## config.mk

```make
export PLATFORM = sky130hd
export DESIGN_NAME = timer_dev
export DESIGN_NICKNAME = d
export VERILOG_FILES = /design/src/rtl/timer_dev.sv
export SDC_FILE = /design/constraint.sdc
export NUM_CORES = 1
export LEC_CHECK = 0
export ABC_AREA = 0
export BUFFER_PORTS_ARGS = -buffer_cell sky130_fd_sc_hd__buf_2
export CAP_MARGIN = 20
export CELL_PAD_IN_SITES_DETAIL_PLACEMENT = 0
export CELL_PAD_IN_SITES_GLOBAL_PLACEMENT = 1
export CORE_ASPECT_RATIO = 1.4
export CORE_UTILIZATION = 35
export CTS_CLUSTER_DIAMETER = 150
export DETAILED_ROUTE_END_ITERATION = 6
export PLACE_DENSITY = 0.78
export REMOVE_ABC_BUFFERS = 1
export SYNTH_ARGS = -nofsm -noshare
export SYNTH_HDL_FRONTEND = slang
export SYNTH_SLANG_ARGS = --single-unit
```

## constraint.sdc

```tcl
create_clock -name clk -period 6.1 [get_ports clk]
set_clock_uncertainty 0.15 [all_clocks]
set_input_delay 0.61 -clock clk [delete_from_list [all_inputs] [get_ports clk]]
set_output_delay 0.61 -clock clk [all_outputs]
set_load 0.02 [all_outputs]
```

## src/rtl/timer_dev.sv

```systemverilog
// Memory-mapped countdown timer: CTRL/PRESET/COUNT registers, one-shot or
// auto-reload operation, masked interrupt request to the bridge.
module timer_dev (
    input  logic        clk,
    input  logic        rst_n,
    input  logic [1:0]  addr,
    input  logic        we,
    input  logic [31:0] write_data,
    output logic [31:0] read_data,
    output logic        irq
);

    typedef enum logic [1:0] {IDLE, LOAD, CNT, INT} state_t;

    state_t      state, state_nxt;
    logic        en, im, irqf;
    logic [1:0]  mode;
    logic [31:0] preset, count, count_nxt;
    logic        wr_ctrl, wr_preset, auto_mode;
    logic        hw_en_clr, irqf_set;

    assign wr_ctrl   = we && (addr == 2'b00);
    assign wr_preset = we && (addr == 2'b01);
    assign auto_mode = (mode == 2'b01);

    always_comb begin
        state_nxt = state;
        count_nxt = count;
        hw_en_clr = 1'b0;
        irqf_set  = 1'b0;
        case (state)
            IDLE: if (en) state_nxt = LOAD;
            LOAD: begin
                count_nxt = preset;
                state_nxt = CNT;
            end
            CNT: begin
                if (!en) begin
                    state_nxt = IDLE;
                end else if (count == 32'd0) begin
                    state_nxt = INT;
                    irqf_set  = !auto_mode;
                end else begin
                    count_nxt = count - 32'd1;
                end
            end
            INT: begin
                if (auto_mode) begin
                    state_nxt = LOAD;
                end else begin
                    hw_en_clr = 1'b1;
                    state_nxt = IDLE;
                end
            end
            default: state_nxt = IDLE;
        endcase
    end

    always_ff @(posedge clk or negedge rst_n) begin
        if (!rst_n) begin
            state  <= IDLE;
            count  <= 32'd0;
            preset <= 32'd0;
            en     <= 1'b0;
            mode   <= 2'b00;
            im     <= 1'b0;
            irqf   <= 1'b0;
        end else begin
            state <= state_nxt;
            count <= count_nxt;
            // Software CTRL writes take priority over the one-shot EN self-clear.
            if (wr_ctrl) begin
                en   <= write_data[0];
                mode <= write_data[2:1];
                im   <= write_data[3];
            end else if (hw_en_clr) begin
                en <= 1'b0;
            end
            if (wr_preset) preset <= write_data;
            if (wr_ctrl || wr_preset) irqf <= 1'b0;
            else if (irqf_set)        irqf <= 1'b1;
        end
    end

    always_comb begin
        read_data = 32'd0;
        case (addr)
            2'b00:   read_data = {28'd0, im, mode, en};
            2'b01:   read_data = preset;
            2'b10:   read_data = count;
            default: read_data = 32'd0;
        endcase
    end

    assign irq = im && (irqf || (state == INT && auto_mode));

endmodule

```

# Yosys cells after proc, flatten, opt, wreduce, memory -nomap -nowiden

Index checks and enable logic that the tools add are counted.

Bits in registers: 71
Input bits: 37

Equality and inequality tests: 10
Multiplexer cells: 18
Reductions and logical operators: 15
Add/sub/neg operators: 1

Operator list:

| cell                                                                  | number |
|---|---|
| 32-bit one-hot mux with 3 select lines                                | 1 |
| 32-bit 2-to-1 mux                                                     | 2 |
| 32-bit one-hot mux with 2 select lines                                | 1 |
| 32-bit logical NOT                                                    | 1 |
| 32-bit by 1-bit subtractor with 32-bit output, second input constant  | 1 |
| 1-bit 2-to-1 mux                                                      | 10 |
| 2-bit one-hot mux with 4 select lines                                 | 1 |
| 2-bit by 1-bit equality test with 1-bit output, second input constant | 3 |
| 2-bit equality test, second input constant                            | 3 |
| 2-bit 2-to-1 mux                                                      | 3 |
| 2-bit != test, second input constant                                  | 3 |
| 2-bit nonzero test                                                    | 3 |
| 1-bit logical AND                                                     | 4 |
| 2-bit logical NOT                                                     | 2 |
| 3-bit != test, second input constant                                  | 1 |
| 3-bit AND reduction                                                   | 1 |
| 1-bit logical OR                                                      | 2 |
| 2-bit AND reduction                                                   | 1 |
| 1-bit logical NOT                                                     | 1 |

# Depth between registers and ports, before layout

Gate-level depths: netlist of run 1.

Word-level depth: 7
Gate-level depth with buffers: 8
Mapped depth without buffers: 7

# Least setup slack after synthesis of run 1

OpenSTA, ideal clock, no wires.

Path type: in2out
From: input port addr[1]
To: output port read_data[10]
Arrival: 1936 ps
Path buffers: 2
Path slack: 3404 ps
Cell stages on the path: 5
Cell sequence: clkbuf_1 > inv_1 > nor2_1 > clkbuf_1 > a22o_1

Word-level cells in the longest chain between the ends: 2
Elaborated cells between the ends (all ways): 4
Those cells by class: eq/ne (2); mux (1); reduce/logical (1)

RTL lines:

| what                                              | RTL line | text |
|---|---|---|
| start, declared                                   | 6        | `input logic [1:0] addr,` |
| 2-bit equality test, or another cell as far along | 87       | `case (addr)` |
| 32-bit one-hot mux with 3 select lines *          | 87       |  |
| end, declared                                     | 9        | `output logic [31:0] read_data,` |

Every way passes the cells marked *; elsewhere a longest branch is shown, timed or not.

# Worst setup path after layout of run 1

From: register count[0]
To: register count[22]

Word-level cells in the longest chain between the ends: 4
Elaborated cells between the ends (all ways): 7
Those cells by class: add/sub (1); eq/ne (1); mux (3); reduce/logical (2)

RTL lines:

| what                                          | RTL line | text |
|---|---|---|
| start, declared                               | 18       | `logic [31:0] preset, count, count_nxt;` |
| start signal, assigned                        | 70       | `count <= count_nxt;` |
| 32-bit by 1-bit subtractor with 32-bit output | 44       | `count_nxt = count - 32'd1;` |
| 32-bit 2-to-1 mux                             | 40       | `end else if (count == 32'd0) begin` |
| 32-bit 2-to-1 mux                             | 38       | `if (!en) begin` |
| 32-bit one-hot mux with 2 select lines        | 31       | `case (state)` |

Several ways; a longest one is shown, not always the timed one. The select of a mux whose other input is x is not followed.
A chain may end at the register's enable or synchronous reset.

==> reports/qor_table.md, run 1 <==
| Item | Value |
|---|---|
| Final sum of negative setup slack | 0 ps |
| Placement Setup Slack | 2820 ps |
| Number of antenna violations at the first check in global routing | 0 |
| Leftover overflow at the end of global routing | 0 |
| Clock root buffer | sky130_fd_sc_hd__clkbuf_16 |
| Synthesized netlist cell count | 394 |
| Unrepaired setup endpoints after global routing | false |
| Standard cell core area | 10900 sq um |
| DRC Markers | 0 |
| Detailed router's first-iteration violation count | 173 |
| Placed inst area | 4400 sq um |
| IO Port Bufs | 69 |
| Synth warnings | 0 |
| Commonest non-fill, non-tap cells in the layout | sky130_fd_sc_hd__dfrtp_1, sky130_fd_sc_hd__buf_2, sky130_fd_sc_hd__a22o_1 |
| DP Wirelength | 6630 um |
| Final worst-path setup slack | 2970 ps |
| Post-route cell area | 4720 sq um |
| Number of violations of the max-capacitance limit | 0 |
| Top flip-flop cell by instance count after synthesis | sky130_fd_sc_hd__dfrtp_1 |
| Ports placed on the boundary | 70 |
| Worst-path maximum fanout | 31 |
| DR vias/cell | 5.63 |
| Hold Vio Cnt, Final | 0 |
| Share of synthesized cell area in full adder, half adder and majority cells | 0.317% |
| Setup Viol. Count Final | 0 |
| Chip Height | 128 um |
| Area added between synthesis and finish | 19.6% |
| DRT antenna net count | 0 |
| Clock slew at the register clock pins of the worst setup and hold paths | 60 ps |
| Mux cell area share after synthesis | 11.0% |
| Period Utilization, post-route | 51.2% |
| Layout Nets | 488 |
| XOR/XNOR Fraction of Synth Area | 0% |
| Most frequent standard cell in the layout excluding fill and tap cells | sky130_fd_sc_hd__dfrtp_1 |
| Run status | completed |
| Leakage component of the power | 2.01 nW |
| Data required, critical path | 6170 ps |
| Post-synth ARST share | 100% |
| Total via count after detailed routing | 3356 |
| Number of slew-limit violations in the final report | 0 |
| Slew Limit Headroom | 37.7% |
| Dominant combinational cell family by area after synthesis | compound AO/OA/AOI/OAI gates |
| Instance count after placement with tap cells included | 579 |
| Routed length per placed instance | 16.8 um |
| Wire length of the first global-routing pass | 16200 um |
| Share of synthesized area occupied by flip-flops and latches | 45.0% |
| Pre-antenna DRT Iters | 4 |
| # hold bufs at CTS | 0 |
| Number of enable flip-flop cells after synthesis | 0 |
| Clk Latency, worst-skew pair | 330 ps |
| Layout Cells excl Fill | 596 |
| Total length of routed wires | 10000 um |
| Type of the worst setup path | flip-flop to flip-flop |
| Netlist area before placement | 3950 sq um |
| Slew of the pin with the lowest slew margin | 935 ps |
| Min cycle time layout | 3130 ps |
| Kind of end point of the critical path | flip-flop |
| Maximum number of pins on one net before global-route repair | 72 |
| Overall track demand over capacity in global routing | 17.6% |
| Synthesized-area fraction occupied by ao, oa, aoi and oai cells | 26.7% |
| Number of buffers added by the clock tree synthesis step | 9 |
| Die Footprint | 11700 sq um |
| Number of buffers between clock root and the deepest sink | 2 |
| Highest achievable clock rate | 0.320 GHz |
| #FFs+latches synth | 71 |
| Clock sink count | 71 |
| Area share of and/or/nand/nor cells after synthesis | 13.0% |
| Vias in the first global route | 3248 |
| Arrival time at the worst endpoint | 3200 ps |
| Distinct cells, synth | 45 |
| Number of antenna diodes | 0 |
| GP Congestion | 0.808 |
| Overall die width | 91.7 um |
| Row Count | 45 |
| Buffers inserted during post-CTS setup optimization | 0 |
| Worst voltage drop across the vdd grid | 159 uV |
| Starting utilization of the core area | 36.1% |
| Proportion of layout cells with a drive suffix above 1 | 32.5% |
| H-tree levels | 3 |
| Hold crit path type | primary input to flip-flop |
| Resize count post-CTS | 0 |
| Pwr dens | 458 nW/um^2 |
| Kind of start point of the critical path | flip-flop |
| Average instance area after synthesis | 10.0 sq um |
| Clock tree from TritonCTS | built |
## routing by layer
metal / vias up / wire [um] / part of all wire (%) / GRT usage, %
met5: - / 0 / 0 / 0
li1: 1607 / - / - / -
met2: 84 / 5180 / 52 / 29.8
met1: 1653 / 4320 / 43 / 22.1
met3: 12 / 356 / 3.6 / 3.21
met4: 0 / 170 / 1.7 / 7.17
## layout make-up
type | count | area, sq um
inverters | 5 | 18.8
multi-input cells | 287 | 2040
clock buffers | 13 | 270
fillers | 1099 | 6200
repair buffers | 76 | 402
flip-flops and latches | 71 | 1780
well taps | 141 | 176
clock inverters | 3 | 40.0
## worst paths after layout
check / start / cells past startpoint / slack [ps] / end
setup / recovery: count[0] / 8 / 2970 / count[22]
hold / removal: we / 2 / 340 / irqf
setup reg to reg: count[0] / 8 / 2970 / count[22]
hold reg to reg: preset[17] / 1 / 390 / preset[17]
max in group asynchronous: rst_n / 2 / 4840 / count[2]
min in group asynchronous: rst_n / 2 / 350 / preset[15]
## state kept, by name, indices dropped and copies added (netlist names)
| signal | flops |
|---|---|
| state | 2 |
| preset | 32 |
| im | 1 |
| count | 32 |
| en | 1 |
| irqf | 1 |
| mode | 2 |
## cell usage after synthesis (2+ instances only)
cell type	n	area, sq um
sky130_fd_sc_hd__dfrtp_1	71	1780
sky130_fd_sc_hd__a22o_1	37	324
sky130_fd_sc_hd__mux2_2	35	394
sky130_fd_sc_hd__o21ai_0	30	150
sky130_fd_sc_hd__nor2_1	26	97.6
sky130_fd_sc_hd__nand2_1	25	93.8
sky130_fd_sc_hd__a21oi_1	21	105
sky130_fd_sc_hd__clkbuf_1	20	75.1
sky130_fd_sc_hd__nor3_1	16	80.1
sky130_fd_sc_hd__a21oi_2	10	87.6
sky130_fd_sc_hd__nor4_1	10	62.6
sky130_fd_sc_hd__o21a_1	8	60.1
sky130_fd_sc_hd__o22a_1	7	61.3
sky130_fd_sc_hd__a31oi_1	6	37.5
sky130_fd_sc_hd__buf_2	5	25.0
sky130_fd_sc_hd__inv_1	5	18.8
sky130_fd_sc_hd__buf_1	4	15.0
sky130_fd_sc_hd__mux2i_1	4	40.0
sky130_fd_sc_hd__nand3_1	4	20.0
sky130_fd_sc_hd__or2_2	4	25.0
sky130_fd_sc_hd__or3_1	4	25.0
sky130_fd_sc_hd__a41o_1	3	30.0
sky130_fd_sc_hd__nand2b_1	3	18.8
sky130_fd_sc_hd__nor2b_1	3	18.8
sky130_fd_sc_hd__o22ai_1	3	18.8
sky130_fd_sc_hd__o2bb2ai_1	3	26.3
sky130_fd_sc_hd__o32ai_1	3	26.3
sky130_fd_sc_hd__a22oi_1	2	15.0
sky130_fd_sc_hd__buf_6	2	22.5
sky130_fd_sc_hd__nand4_1	2	12.5
sky130_fd_sc_hd__nor3b_1	2	15.0
sky130_fd_sc_hd__o211ai_1	2	15.0
sky130_fd_sc_hd__o41ai_1	2	17.5
## critical path, cell delays in order (launching register included)
cell and delay, ps:
sky130_fd_sc_hd__dfrtp_1 400, sky130_fd_sc_hd__inv_1 110, sky130_fd_sc_hd__ha_1 190, sky130_fd_sc_hd__nor3b_1 300
sky130_fd_sc_hd__nand4_2 430, sky130_fd_sc_hd__o41a_1 730, sky130_fd_sc_hd__buf_4 350, sky130_fd_sc_hd__o21a_1 150
sky130_fd_sc_hd__o22a_1 190
## power breakdown
part	switching [mW]	total [mW]	internal, mW	leakage, nW
Clock	0.192	0.540	0.349	0.156
Sequential	0.195	0.824	0.630	0.845
Combinational	0.453	0.800	0.347	1.01
## logic make-up after synthesis
| group | Yosys count |
|---|---|
| compound gates | 145 |
| fa+ha+maj | 1 |
| buf+inv | 36 |
| flops | 71 |
| mux | 39 |
| simple gates | 102 |
## stage by stage
stage | hold WS, ps | util [%] | power [mW]
final | 338 | 43.2 | 2.16
after floorplan | 164 | - | 1.37
after global routing | 335 | 43.2 | 2.30
after CTS | 327 | 43.1 | 2.17
after detailed placement | 373 | 40.3 | 1.62
after global placement | 365 | 40.3 | 1.59
Note: power is estimated with default switching activity, not from simulation.
==> run 2: changes to the inputs <==
==> constraint.sdc (replaced) <==
create_clock -name clk -period 3.2 [get_ports clk]
set_clock_uncertainty 0.15 [all_clocks]
set_input_delay 0.32 -clock clk [delete_from_list [all_inputs] [get_ports clk]]
set_output_delay 0.32 -clock clk [all_outputs]
set_load 0.02 [all_outputs]
==> run 2 against run 1 <==
Against the previous run:
- sequential power increased by 92%
- clock power up 72%
- setup slack worse by 2500 ps
- core utilization increased by 0.092 points
- sequential cell count did not move
- final cell count increased by 1.2%
- power increased by 85%
- worst hold slack worse by 290 ps
- via count shrank 0.57%
- critical path type unchanged
- largest power group unchanged
==> reports/qor_table.md, run 2 (synthesis results as in run 1) <==
| Item | Value |
|---|---|
| Cell-by-cell listing of the critical path | inv_1 > ha_1 > nor3b_1 > nand4_2 > buf_4 > nor3_1 > a21oi_1 > o22a_1 |
| Max stage delay on crit path | 460 ps |
| IO Port Bufs | 69 |
| Kind of start point of the critical path | flip-flop |
| Number of antenna diodes | 0 |
| Worst-path maximum fanout | 10 |
| Slew Limit Headroom | 39.2% |
| Hold Path Stages | 2 |
| Clock tree from TritonCTS | built |
| Commonest non-fill, non-tap cells in the layout | sky130_fd_sc_hd__dfrtp_1, sky130_fd_sc_hd__buf_2, sky130_fd_sc_hd__a22o_1 |
| Kind of end point of the critical path | flip-flop |
| Leftover overflow at the end of global routing | 0 |
| Data required, critical path | 3270 ps |
| Detailed router's first-iteration violation count | 136 |
| H-tree levels | 3 |
| # hold bufs at CTS | 0 |
| Clock sink count | 71 |
| DR vias/cell | 5.53 |
| Hold Vio Cnt, Final | 0 |
| Post-route cell area | 4730 sq um |
| Highest achievable clock rate | 0.372 GHz |
| Buffers inserted during post-CTS setup optimization | 0 |
| Pwr dens | 847 nW/um^2 |
| Total via count after detailed routing | 3337 |
| Wire length of the first global-routing pass | 16200 um |
| Standard cell core area | 10900 sq um |
| Hold crit path type | primary input to flip-flop |
| Worst voltage drop across the vdd grid | 343 uV |
| Number of buffers added by the clock tree synthesis step | 9 |
| Number of antenna violations at the first check in global routing | 0 |
| Number of violations of the max-capacitance limit | 0 |
| Clock slew at the register clock pins of the worst setup and hold paths | 50 ps |
| Number of buffers between clock root and the deepest sink | 2 |
| Pre-antenna DRT Iters | 4 |
| Starting utilization of the core area | 36.1% |
| Setup Viol. Count Final | 0 |
| Leakage component of the power | 2.02 nW |
| Maximum number of pins on one net before global-route repair | 72 |
| Final sum of negative setup slack | 0 ps |
| Placed inst area | 4450 sq um |
| Placement Setup Slack | 499 ps |
| DP Wirelength | 6730 um |
| Slew of the pin with the lowest slew margin | 912 ps |
| Type of the worst setup path | flip-flop to flip-flop |
| Total length of routed wires | 9780 um |
| Clock root buffer | sky130_fd_sc_hd__clkbuf_16 |
| Die Footprint | 11700 sq um |
| Overall die width | 91.7 um |
| Vias in the first global route | 3209 |
| Final worst-path setup slack | 508 ps |
| Routed length per placed instance | 16.2 um |
| CP max-delay cell | sky130_fd_sc_hd__nor3_1 |
| Period Utilization, post-route | 84.1% |
| Row Count | 45 |
| Proportion of layout cells with a drive suffix above 1 | 33.5% |
| Number of slew-limit violations in the final report | 0 |
| GP Congestion | 0.797 |
| Depth of the most critical reg-to-reg path | 8 |
| Ports placed on the boundary | 70 |
| Layout Nets | 495 |
| Arrival time at the worst endpoint | 2760 ps |
| Most frequent standard cell in the layout excluding fill and tap cells | sky130_fd_sc_hd__dfrtp_1 |
| Overall track demand over capacity in global routing | 17.5% |
| Chip Height | 128 um |
| Clk Latency, worst-skew pair | 340 ps |
| Resize count post-CTS | 0 |
| Min cycle time layout | 2690 ps |
| DRC Markers | 0 |
| Run status | completed |
| Largest regs | count: 32 flops, preset: 32 flops |
| Unrepaired setup endpoints after global routing | false |
| DRT antenna net count | 0 |
| Area added between synthesis and finish | 19.9% |
| Worst hold slack across all endpoints | 49.4 ps |
| Share of the core filled with cells | 43.3% |
==> run 2: cell types whose count changed in the layout (fill, tap and decap cells not counted), sizes merged <==
cell	delta
buf	+7
bufinv	-1
clkbuf	-1
clkinv	+2
==> run 2: cell type report <==
class	count	area [sq um]
clock buffer	12	256
inverter	5	18.8
tap	141	176
timing repair buffer	83	450
clock inverter	4	20.0
fill	1102	6190
multi-input combinational	287	2030
sequential	71	1780
==> run 2: report_power, final <==
group	internal, mW	switching (mW)
registers	1.20	0.377
logic	0.671	0.833
clock network	0.561	0.366
==> run 2: path summary, 6_finish.rpt <==
check / from / to / slack [ps]
worst max-delay path: count[0] / count[24] / 510
worst min register to register: mode[1] / mode[1] / 380
worst max register to register: count[0] / count[24] / 510
max in group asynchronous: rst_n / mode[0] / 2260
worst min-delay path: we / irqf / 50
min in group asynchronous: rst_n / preset[20] / 60
==> run 2: metal layers <==
layer	global-route usage, %	vias up	routed length (um)	part of all wire [%]
met1	22.5	1628	4340	44
met2	29.2	74	4910	50
met4	7.35	0	196	2.0
met5	0	-	0	0
li1	-	1622	-	-
met3	2.86	13	328	3.4
==> run 2: through the flow <==
stage          instances  total power [mW]
2_1_floorplan        363              2.61
3_3_place_gp         587              3.06
3_5_place_dp         587              3.10
4_1_cts              603              4.05
5_1_grt              603              4.28
6_report             603              4.01
==> run 2: worst max-delay path, delay by kind of cell (launching register included) <==
family / cells / cell delay (ps)
AO/OA/AOI/OAI: 2 / 350
adder cells (fa/ha/maj): 1 / 190
buffers and inverters: 2 / 380
flip-flops: 1 / 400
AND/OR/NAND/NOR: 3 / 1110
==> run 3: changes to the inputs <==
==> constraint.sdc (replaced) <==
create_clock -name clk -period 2.55 [get_ports clk]
set_clock_uncertainty 0.15 [all_clocks]
set_input_delay 0.255 -clock clk [delete_from_list [all_inputs] [get_ports clk]]
set_output_delay 0.255 -clock clk [all_outputs]
set_load 0.02 [all_outputs]
==> run 3 against run 2 <==
Against the previous run:
- sequential cell count unchanged
- clock power up 24%
- critical path depth up 1
- final cell count grew 3.2%
- wire length shrank 0.10%
- combinational power is 37% higher
- die area unchanged
- core utilization is 1.9 points higher
- non-clock buffer count grew 19
- largest power group is now combinational logic
- highest routed layer unchanged
==> reports/qor_table.md, run 3 (synthesis results as in run 1) <==
| Item | Value |
|---|---|
| Number of slew-limit violations in the final report | 0 |
| IO Port Bufs | 69 |
| H-tree levels | 3 |
| Starting utilization of the core area | 36.1% |
| Placement Setup Slack | 94.4 ps |
| Clock root buffer | sky130_fd_sc_hd__clkbuf_16 |
| Hold Path Stages | 2 |
| Min cycle time layout | 2370 ps |
| Number of antenna diodes | 0 |
| Kind of end point of the critical path | flip-flop |
| Hold Vio Cnt, Final | 0 |
| Run status | completed |
| Pre-antenna DRT Iters | 4 |
| Worst voltage drop across the vdd grid | 352 uV |
| Arrival time at the worst endpoint | 2430 ps |
| Most frequent standard cell in the layout excluding fill and tap cells | sky130_fd_sc_hd__dfrtp_1 |
| Total via count after detailed routing | 3430 |
| Depth of the most critical reg-to-reg path | 9 |
| Worst-path maximum fanout | 23 |
| DRT antenna net count | 0 |
| Max stage delay on crit path | 410 ps |
| Die Footprint | 11700 sq um |
| Cell-by-cell listing of the critical path | inv_1 > ha_1 > nor3b_2 > nand4_2 > buf_4 > o41ai_4 > buf_12 > a21oi_1 > o22a_1 |
| Hold crit path type | primary input to flip-flop |
| Pwr dens | 1040 nW/um^2 |
| Overall die width | 91.7 um |
| DRC Markers | 0 |
| Clk Latency, worst-skew pair | 330 ps |
| Wire length of the first global-routing pass | 16700 um |
| Clock tree from TritonCTS | built |
| Layout Cells excl Fill | 622 |
| Leftover overflow at the end of global routing | 0 |
| Endpoint of the worst hold path | preset[24] |
| Detailed router's first-iteration violation count | 151 |
| Slew of the pin with the lowest slew margin | 754 ps |
| Number of buffers between clock root and the deepest sink | 2 |
| Unrepaired setup endpoints after global routing | false |
| Type of the worst setup path | flip-flop to flip-flop |
| Overall track demand over capacity in global routing | 17.8% |
| Worst hold slack across all endpoints | 8.46 ps |
| Row Count | 45 |
| Leakage component of the power | 2.11 nW |
| Number of antenna violations at the first check in global routing | 0 |
| Setup Viol. Count Final | 0 |
| Routed length per placed instance | 15.7 um |
| CP max-delay cell | sky130_fd_sc_hd__dfrtp_1 |
| Commonest non-fill, non-tap cells in the layout | sky130_fd_sc_hd__dfrtp_1, sky130_fd_sc_hd__buf_2, sky130_fd_sc_hd__a22o_1 |
| Proportion of layout cells with a drive suffix above 1 | 34.1% |
| Highest achievable clock rate | 0.422 GHz |
| Number of fill cells | 1074 |
| Capturing point of the worst reg2reg path | count[24] |
| Buffers inserted during post-CTS setup optimization | 0 |
| Largest regs | count: 32 flops, preset: 32 flops |
| Reg2reg start | count[0] |
| Chip Height | 128 um |
| GP Congestion | 0.811 |
| Total length of routed wires | 9770 um |
| Layout Nets | 514 |
| Maximum number of pins on one net before global-route repair | 50 |
| Standard cell core area | 10900 sq um |
| Slew Limit Headroom | 49.7% |
| Kind of start point of the critical path | flip-flop |
| Ports placed on the boundary | 70 |
| Number of violations of the max-capacitance limit | 0 |
| Post-layout power | 5.15 mW |
| Vias in the first global route | 3400 |
| Number of buffers added by the clock tree synthesis step | 9 |
| Flop2flop setup slack | 180 ps |
| Startpoint of the tightest hold check path | write_data[24] |
| Clock slew at the register clock pins of the worst setup and hold paths | 60 ps |
| DR vias/cell | 5.51 |
| Data required, critical path | 2610 ps |
| Period Utilization, post-route | 93.0% |
| Area added between synthesis and finish | 25.1% |
| DP Wirelength | 6800 um |
| Instance count after placement with tap cells included | 595 |
| Clock sink count | 71 |
| Final worst-path setup slack | 180 ps |
[run 3: repair_timing]
item	4_1_cts	5_1_grt
hold buffers	11	0
endpoints found under the hold margin	40	0
resized for setup	0	2
endpoints found under the setup margin	0	3
[run 3: metrics by stage]
step,area (sq um),util (%),setup TNS [ps]
3_3_place_gp,4540,41.6,0
3_5_place_dp,4540,41.6,0
5_1_grt,4940,45.2,0
2_1_floorplan,3810,-,-54990
4_1_cts,4930,45.1,0
6_report,4940,45.2,0
[run 3: layout make-up]
| class | count | area (sq um) | share of cell area [%] |
|---|---|---|---|
| multi-input combinational | 287 | 2040 | 41.4 |
| sequential | 71 | 1780 | 36.0 |
| timing repair buffer | 102 | 646 | 13.1 |
| inverter | 5 | 18.8 | 0.380 |
| clock buffer | 13 | 260 | 5.27 |
| tap | 141 | 176 | 3.57 |
| clock inverter | 3 | 17.5 | 0.355 |
[run 3: power breakdown]
part	internal, mW	switching, mW
logic	0.933	1.12
clock network	0.708	0.445
registers	1.51	0.441
[run 3: worst max-delay path by stage]
| stage | startpoint | endpoint | slack [ps] | cells past startpoint |
|---|---|---|---|---|
| 5_1_grt | count[0] | count[24] | 30 | 9 |
| 2_1_floorplan | state[1] | count[15] | -1480 | 5 |
| 3_3_place_gp | count[0] | count[24] | 190 | 9 |
| 3_5_place_dp | count[0] | count[24] | 90 | 9 |
| 4_1_cts | count[0] | count[24] | 80 | 9 |
| 6_report | count[0] | count[24] | 180 | 9 |
[run 3: per-layer routing]
layer / GRT usage [%] / share of wire (%)
met5: 0 / 0
met4: 6.62 / 1.6
met3: 2.86 / 4.1
met2: 30.1 / 51
met1: 22.8 / 43
[run 3: worst max-delay path: cells and delay by family (launching register included)]
| family | cells | cell delay (ps) |
|---|---|---|
| adder cells (fa/ha/maj) | 1 | 200 |
| buffers and inverters | 3 | 510 |
| flip-flops | 1 | 410 |
| AO/OA/AOI/OAI | 3 | 590 |
| AND/OR/NAND/NOR | 2 | 380 |
